## src/rtl/box_motion_ctrl.sv

```systemverilog
// Frame-synchronous motion scheduler and lowest-index pixel arbiter for up to NBOX bouncing boxes.
// Optional feature macro: BOX_MOTION_OVERRUN_EN adds overrun_cnt (count of ignored frame_start pulses).
module box_motion_ctrl #(
    parameter int NBOX   = 4,
    parameter int BOX_W  = 50,
    parameter int BOX_H  = 50,
    parameter int DRAW_W = 640,
    parameter int DRAW_H = 480
) (
    input  logic        clk,
    input  logic        rst_n,
    input  logic        frame_start,
    input  logic        run,
    input  logic        cfg_we,
    input  logic [1:0]  cfg_idx,
    input  logic        cfg_en,
    input  logic [10:0] cfg_x,
    input  logic [9:0]  cfg_y,
    input  logic [3:0]  cfg_vx,
    input  logic [3:0]  cfg_vy,
    input  logic [10:0] pix_x,
    input  logic [9:0]  pix_y,
    output logic        pix_hit,
    output logic [1:0]  pix_id,
    output logic        busy,
    output logic        frame_done
`ifdef BOX_MOTION_OVERRUN_EN
,   output logic [7:0]  overrun_cnt
`endif
);

    localparam logic [10:0] X_LIM    = 11'(DRAW_W - BOX_W);
    localparam logic [10:0] Y_LIM    = 11'(DRAW_H - BOX_H);
    localparam logic [1:0]  LAST_IDX = 2'(NBOX - 1);

    typedef enum logic [1:0] {IDLE = 2'd0, UPDATE = 2'd1, DONE = 2'd2} state_t;
    typedef struct packed {
        logic [10:0] pos;
        logic [3:0]  vel;
    } axis_t;

    // -8 has no positive counterpart in 4 bits, so reflection saturates it to +7
    function automatic logic [3:0] neg_vel(input logic [3:0] v);
        if (v == 4'b1000) return 4'b0111;
        else              return 4'b0000 - v;
    endfunction

    function automatic axis_t axis_step(input logic [10:0] pos, input logic [3:0] vel,
                                        input logic [10:0] lim);
        logic signed [11:0] nxt;
        axis_t              res;
        nxt = $signed({1'b0, pos}) + $signed({{8{vel[3]}}, vel});
        if (nxt < 12'sd0) begin
            res.pos = 11'd0;
            res.vel = neg_vel(vel);
        end else if (nxt > $signed({1'b0, lim})) begin
            res.pos = lim;
            res.vel = neg_vel(vel);
        end else begin
            res.pos = nxt[10:0];
            res.vel = vel;
        end
        return res;
    endfunction

    function automatic logic [10:0] clamp(input logic [10:0] v, input logic [10:0] lim);
        return (v > lim) ? lim : v;
    endfunction

    state_t      state_r, state_nxt_s;
    logic [1:0]  idx_r, idx_nxt_s;
    logic [10:0] pos_x_r [NBOX];
    logic [10:0] pos_y_r [NBOX];
    logic [3:0]  vx_r    [NBOX];
    logic [3:0]  vy_r    [NBOX];
    logic [10:0] sx_r    [NBOX];
    logic [10:0] sy_r    [NBOX];
    logic [NBOX-1:0] en_r;
    axis_t       upd_x_s, upd_y_s;
    logic        hit_s;
    logic [1:0]  id_s;

    // Next-state logic; frame_start outside IDLE is dropped
    always_comb begin
        state_nxt_s = state_r;
        idx_nxt_s   = idx_r;
        case (state_r)
            IDLE: begin
                if (frame_start && run) begin
                    state_nxt_s = UPDATE;
                    idx_nxt_s   = 2'd0;
                end else if (frame_start) begin
                    state_nxt_s = DONE;
                end else begin
                    state_nxt_s = IDLE;
                end
            end
            UPDATE: begin
                if (idx_r == LAST_IDX) begin
                    state_nxt_s = DONE;
                end else begin
                    idx_nxt_s = idx_r + 2'd1;
                end
            end
            DONE:    state_nxt_s = IDLE;
            default: state_nxt_s = IDLE;
        endcase
    end

    // State register plus registered status outputs aligned with the state
    always_ff @(posedge clk or negedge rst_n) begin
        if (!rst_n) begin
            state_r    <= IDLE;
            idx_r      <= 2'd0;
            busy       <= 1'b0;
            frame_done <= 1'b0;
        end else begin
            state_r    <= state_nxt_s;
            idx_r      <= idx_nxt_s;
            busy       <= (state_nxt_s == UPDATE);
            frame_done <= (state_nxt_s == DONE);
        end
    end

    // Shared update datapath for the box selected by idx_r
    always_comb begin
        upd_x_s = axis_step(pos_x_r[idx_r], vx_r[idx_r], X_LIM);
        upd_y_s = axis_step(pos_y_r[idx_r], vy_r[idx_r], Y_LIM);
    end

    // Working registers; a config write beats the same-cycle motion update
    always_ff @(posedge clk or negedge rst_n) begin
        if (!rst_n) begin
            for (int i = 0; i < NBOX; i++) begin
                pos_x_r[i] <= 11'd0;
                pos_y_r[i] <= 11'd0;
                vx_r[i]    <= 4'd1;
                vy_r[i]    <= 4'd1;
                en_r[i]    <= (i == 0);
            end
        end else begin
            for (int i = 0; i < NBOX; i++) begin
                if (cfg_we && (cfg_idx == 2'(i))) begin
                    pos_x_r[i] <= clamp(cfg_x, X_LIM);
                    pos_y_r[i] <= clamp({1'b0, cfg_y}, Y_LIM);
                    vx_r[i]    <= cfg_vx;
                    vy_r[i]    <= cfg_vy;
                    en_r[i]    <= cfg_en;
                end else if ((state_r == UPDATE) && (idx_r == 2'(i)) && en_r[i]) begin
                    pos_x_r[i] <= upd_x_s.pos;
                    pos_y_r[i] <= upd_y_s.pos;
                    vx_r[i]    <= upd_x_s.vel;
                    vy_r[i]    <= upd_y_s.vel;
                end
            end
        end
    end

    // Shadow copy used by the arbiter, refreshed once per frame
    always_ff @(posedge clk or negedge rst_n) begin
        if (!rst_n) begin
            for (int i = 0; i < NBOX; i++) begin
                sx_r[i] <= 11'd0;
                sy_r[i] <= 11'd0;
            end
        end else if (state_r == DONE) begin
            for (int i = 0; i < NBOX; i++) begin
                sx_r[i] <= pos_x_r[i];
                sy_r[i] <= pos_y_r[i];
            end
        end
    end

    // Descending scan so the lowest hitting index is the last one written
    always_comb begin
        hit_s = 1'b0;
        id_s  = 2'd0;
        for (int i = NBOX - 1; i >= 0; i--) begin
            logic h;
            h = en_r[i]
                && ({1'b0, pix_x} >= {1'b0, sx_r[i]})
                && ({1'b0, pix_x} <  ({1'b0, sx_r[i]} + 12'(BOX_W)))
                && ({2'b00, pix_y} >= {1'b0, sy_r[i]})
                && ({2'b00, pix_y} <  ({1'b0, sy_r[i]} + 12'(BOX_H)));
            hit_s = hit_s | h;
            id_s  = h ? 2'(i) : id_s;
        end
    end

    // Registered pixel result, one cycle behind pix_x/pix_y
    always_ff @(posedge clk or negedge rst_n) begin
        if (!rst_n) begin
            pix_hit <= 1'b0;
            pix_id  <= 2'd0;
        end else begin
            pix_hit <= hit_s;
            pix_id  <= id_s;
        end
    end

`ifdef BOX_MOTION_OVERRUN_EN
    // Saturating count of frame_start pulses dropped while busy
    always_ff @(posedge clk or negedge rst_n) begin
        if (!rst_n) begin
            overrun_cnt <= 8'd0;
        end else if (frame_start && (state_r != IDLE) && (overrun_cnt != 8'hFF)) begin
            overrun_cnt <= overrun_cnt + 8'd1;
        end
    end
`endif

endmodule
```

## config.mk

```make
export PLATFORM = sky130hd
export DESIGN_NAME = box_motion_ctrl
export DESIGN_NICKNAME = d
export VERILOG_FILES = /design/src/rtl/box_motion_ctrl.sv
export SDC_FILE = /design/constraint.sdc
export NUM_CORES = 1
export LEC_CHECK = 0
export CORE_MARGIN = 5
export CORE_UTILIZATION = 40
export DETAILED_ROUTE_END_ITERATION = 16
export GPL_ROUTABILITY_DRIVEN = 0
export PLACE_DENSITY = 0.61
export SETUP_SLACK_MARGIN = 0.1
export SLEW_MARGIN = 25
export SYNTH_ARGS = -nofsm -noshare
export SYNTH_HDL_FRONTEND = slang
export SYNTH_SLANG_ARGS = --single-unit
export TNS_END_PERCENT = 1
```

## constraint.sdc

```tcl
create_clock -name clk -period 14.2 [get_ports clk]
set_input_delay 2.84 -clock clk [delete_from_list [all_inputs] [get_ports clk]]
set_output_delay 2.84 -clock clk [all_outputs]
set_load 0.02 [all_outputs]
```

==> out/metrics.yaml <==
ys_types: 70
first_pass_iters: 5
r2r-start: "idx_r[1]$_DFFE_PN0P_"
slowest_stage: "dfrtp_1"
cp-start-kind: "register"
power.total_uw: 4788
critPathKind: "register to register"
reg2reg_slack_ns: 8.85
design.die.area_mm2: 0.04403
clk_latency_ns: 0.54
grt_pass1_wl_um: 73130
async_reset_ff_frac: 1.000
drive_gt1_frac: 0.1193
reg2reg_to: "pos_x_r[27]$_DFFE_PN0P_"
cts_buffers: 25
hold_path_class: "register to register"
syn_nets: 1924
p_switching_uw: 2251
avgRoutedWirePerCell_um: 20.21
crit_end: "pos_x_r[27]$_DFFE_PN0P_"
core_area_mm2: 0.03964
grt-ovfl-total: 0
slew_headroom: 0.3381
ys_ff_latch: 221
syn_to_final_growth_pct: 12.90
antenna_found_initial: 0
grt_max_degree: 84
drt_iter0_drc: 1138
postSynthCellCount: 1668
period_needed_ns: 5.355
fin_area_mm2: 0.01803
cp_slowest_stage_delay_ns: 1.00
power-per-cell-area_mw_per_mm2: 265.5
worst_r2r_path_depth: 13
clkTransAtPathRegs_ns: 0.06
ant_nets: 0
die_h_um: 209.8
std_cell_rows: 73
fin_nets: 1966
synth_flop_cell: "dfrtp_1"
critPathArrivalTime_ns: 5.80
endpoint_kind: "register"
drt_wl_total_um: 45510
num_vias: 13070
clock.fmax_ghz: 0.1868
cts_tree: "yes"
die_x_um: 209.8
intPower_uw: 2538
crit_chain: "buf_4, mux4_2, ha_1, fa_1, a211oi_2, nor2_1, xnor2_2, o221ai_1, a211o_1, a211oi_4, nor3b_2, nand2_1, a31oi_1"
cts.path.max_buffers: 3
place_inst: 2208
htree_levels: 1
combPwrFrac: 0.608
synth_edf_count: 0
cp_data_required_time_ns: 14.65
cp_max_fo: 18
maxSlewViolCount: 0
drc: 0
p_leak_uw: 0.008002
seq_power_share: 0.252
dp_hpwl_um: 33830
synth.avg_cell_area_um2: 9.577
hp-start: "vy_r[10]$_DFFE_PN0P_"
finalHoldViolations: 0
power_frac_clock: 0.140
p_sw_frac: 0.4700
start_util: 0.4030
cts_hold_buf: 0
grt_pass1_vias: 13180
instances_no_fill: 2252
post-route-period-util: 0.3771
run_status: "finished, final reports clean"
ys_warn_count: 0
rsz0062_at_grt: "false"
setup_viol: 0
viasPerCell: 5.802
finClkSkew_ns: 0.02026
pin_count: 63
grt_usage: 0.2063
pre_cts_slack_ns: 8.586
tns_ns: 0
io_buffers: 62
worst_pin_slew_ns: 0.9929
place_area_mm2: 0.01718
cts-root-buf: "clkbuf_16"
seq_area_mm2: 0.005543
antennaDiodeCount: 0
post_cts.repair.setup_buffers: 0
worst_slack_ns: 8.845
multiInputGateArea_mm2: 0.009863
startpoint: "idx_r[1]$_DFFE_PN0P_"
cts.sink_count: 221
fill_cells: 3762
syn_area_mm2: 0.01597
ys_seq_area_frac: 0.3469
cts.repair.resized: 0
peakVddDrop_uv: 156.9
max_cap_viol_count: 0
[placed cells by master (no fill, tap or decap), types with 6 or more instances in the layout]
cell,count
o31ai_1,7
mux2_2,90
o21ai_0,119
nand2_1,149
a21oi_1,100
dfstp_2,9
a211o_1,8
clkbuf_16,25
nand2b_1,19
buf_4,10
o21bai_1,7
nor3_1,17
a2111oi_0,7
a31oi_1,20
a211oi_1,11
o211ai_1,11
mux4_2,30
clkbuf_8,6
a21o_1,28
a22oi_1,40
clkdlybuf4s50_1,61
nor2b_1,13
xnor2_1,67
ha_1,196
inv_1,101
xor2_1,7
and2_1,7
nand4_1,21
and3_1,23
a221oi_1,28
o21a_1,24
nand3_1,37
nor2_1,127
dfrtp_1,211
[metrics by stage]
| step | util | hold slack [ns] |
|---|---|---|
| after floorplan | - | 0.4487 |
| after global placement | 0.4326 | 0.4825 |
| after detailed placement | 0.4333 | 0.4889 |
| after CTS | 0.4549 | 0.5064 |
| after global routing | 0.4550 | 0.5331 |
| final | 0.4550 | 0.5065 |
[critical path: cells and delay by family (launching register included)]
kind	cells	cell delay, ns
AO/OA/AOI/OAI	5	1.84
flip-flops	1	1.00
adder cells (fa/ha/maj)	2	0.67
AND/OR/NAND/NOR	3	0.58
buffers and inverters	1	0.45
multiplexers	1	0.42
XOR/XNOR	1	0.28
[final cells by class]
type / count / share of cell area
multi-input combinational: 1287 / 0.5469
sequential: 221 / 0.3073
timing repair buffer: 74 / 0.04100
clock buffer: 35 / 0.04010
tap: 525 / 0.03642
inverter: 101 / 0.02102
clock inverter: 9 / 0.007215
[worst min-delay path by stage]
stage / end / depth (start not counted)
after detailed placement: vy_r[10]$_DFFE_PN0P_ / 2
after global routing: vx_r[11]$_DFFE_PN0P_ / 2
after CTS: vy_r[10]$_DFFE_PN0P_ / 2
after global placement: vy_r[2]$_DFFE_PN0P_ / 2
final: vy_r[10]$_DFFE_PN0P_ / 2
after floorplan: en_r[0]$_DFFE_PN1P_ / 2
[flip-flops by register name (all words and copies together) (netlist names), 2 cells and up]
signal and flops:
pos_x_r 44, pos_y_r 44, sx_r 44, sy_r 44
vx_r 16, vy_r 16, en_r 4, idx_r 2
pix_id 2, state_r 2
[power by group through the flow]
stage / clock network (µW) / registers (µW) / logic [µW]
CTS: 686 / 1200 / 2900
detailed placement: 0 / 1210 / 2890
global route: 712 / 1240 / 3280
global placement: 0 / 1190 / 2820
floorplan: 0 / 1050 / 2250
finish: 671 / 1210 / 2910
[per-layer routing]
metal / routed length [µm] / vias to the layer above / track usage / part of all wire
met2: 20810 / 371 / 0.3320 / 0.46
li1: - / 6198 / - / -
met1: 21300 / 6434 / 0.2967 / 0.47
met3: 2483 / 62 / 0.02631 / 0.055
met4: 914 / 0 / 0.05086 / 0.020
met5: 0 / - / 0 / 0
[cell families after synthesis]
| family | count (synthesis) | synth area share |
|---|---|---|
| AOI/OAI and AO/OA | 443 | 0.1796 |
| xor gates and xnor gates | 75 | 0.04159 |
| adders and majority gates | 198 | 0.1560 |
| buffers and inverters | 160 | 0.03783 |
| DFF | 221 | 0.3469 |
| muxes | 125 | 0.1089 |
| and+or+nand+nor | 446 | 0.1292 |
[Yosys cell counts (21+ instances only)]
master / number / area (µm²)
xnor2_1: 67 / 586.8
a21o_1: 28 / 210.2
o21a_1: 24 / 180.2
mux4_2: 30 / 675.7
nor2_1: 128 / 480.5
nand4_1: 21 / 131.4
a21oi_1: 100 / 500.5
ha_1: 196 / 2452
o21ai_0: 119 / 595.6
a221oi_1: 28 / 245.2
inv_1: 101 / 379.1
mux2_2: 90 / 1013
a22oi_1: 40 / 300.3
and3_1: 23 / 143.9
clkbuf_1: 44 / 165.2
nand2_1: 149 / 559.3
nand3_1: 40 / 200.2
dfrtp_1: 212 / 5305
Note: power is estimated with default switching activity, not from simulation.
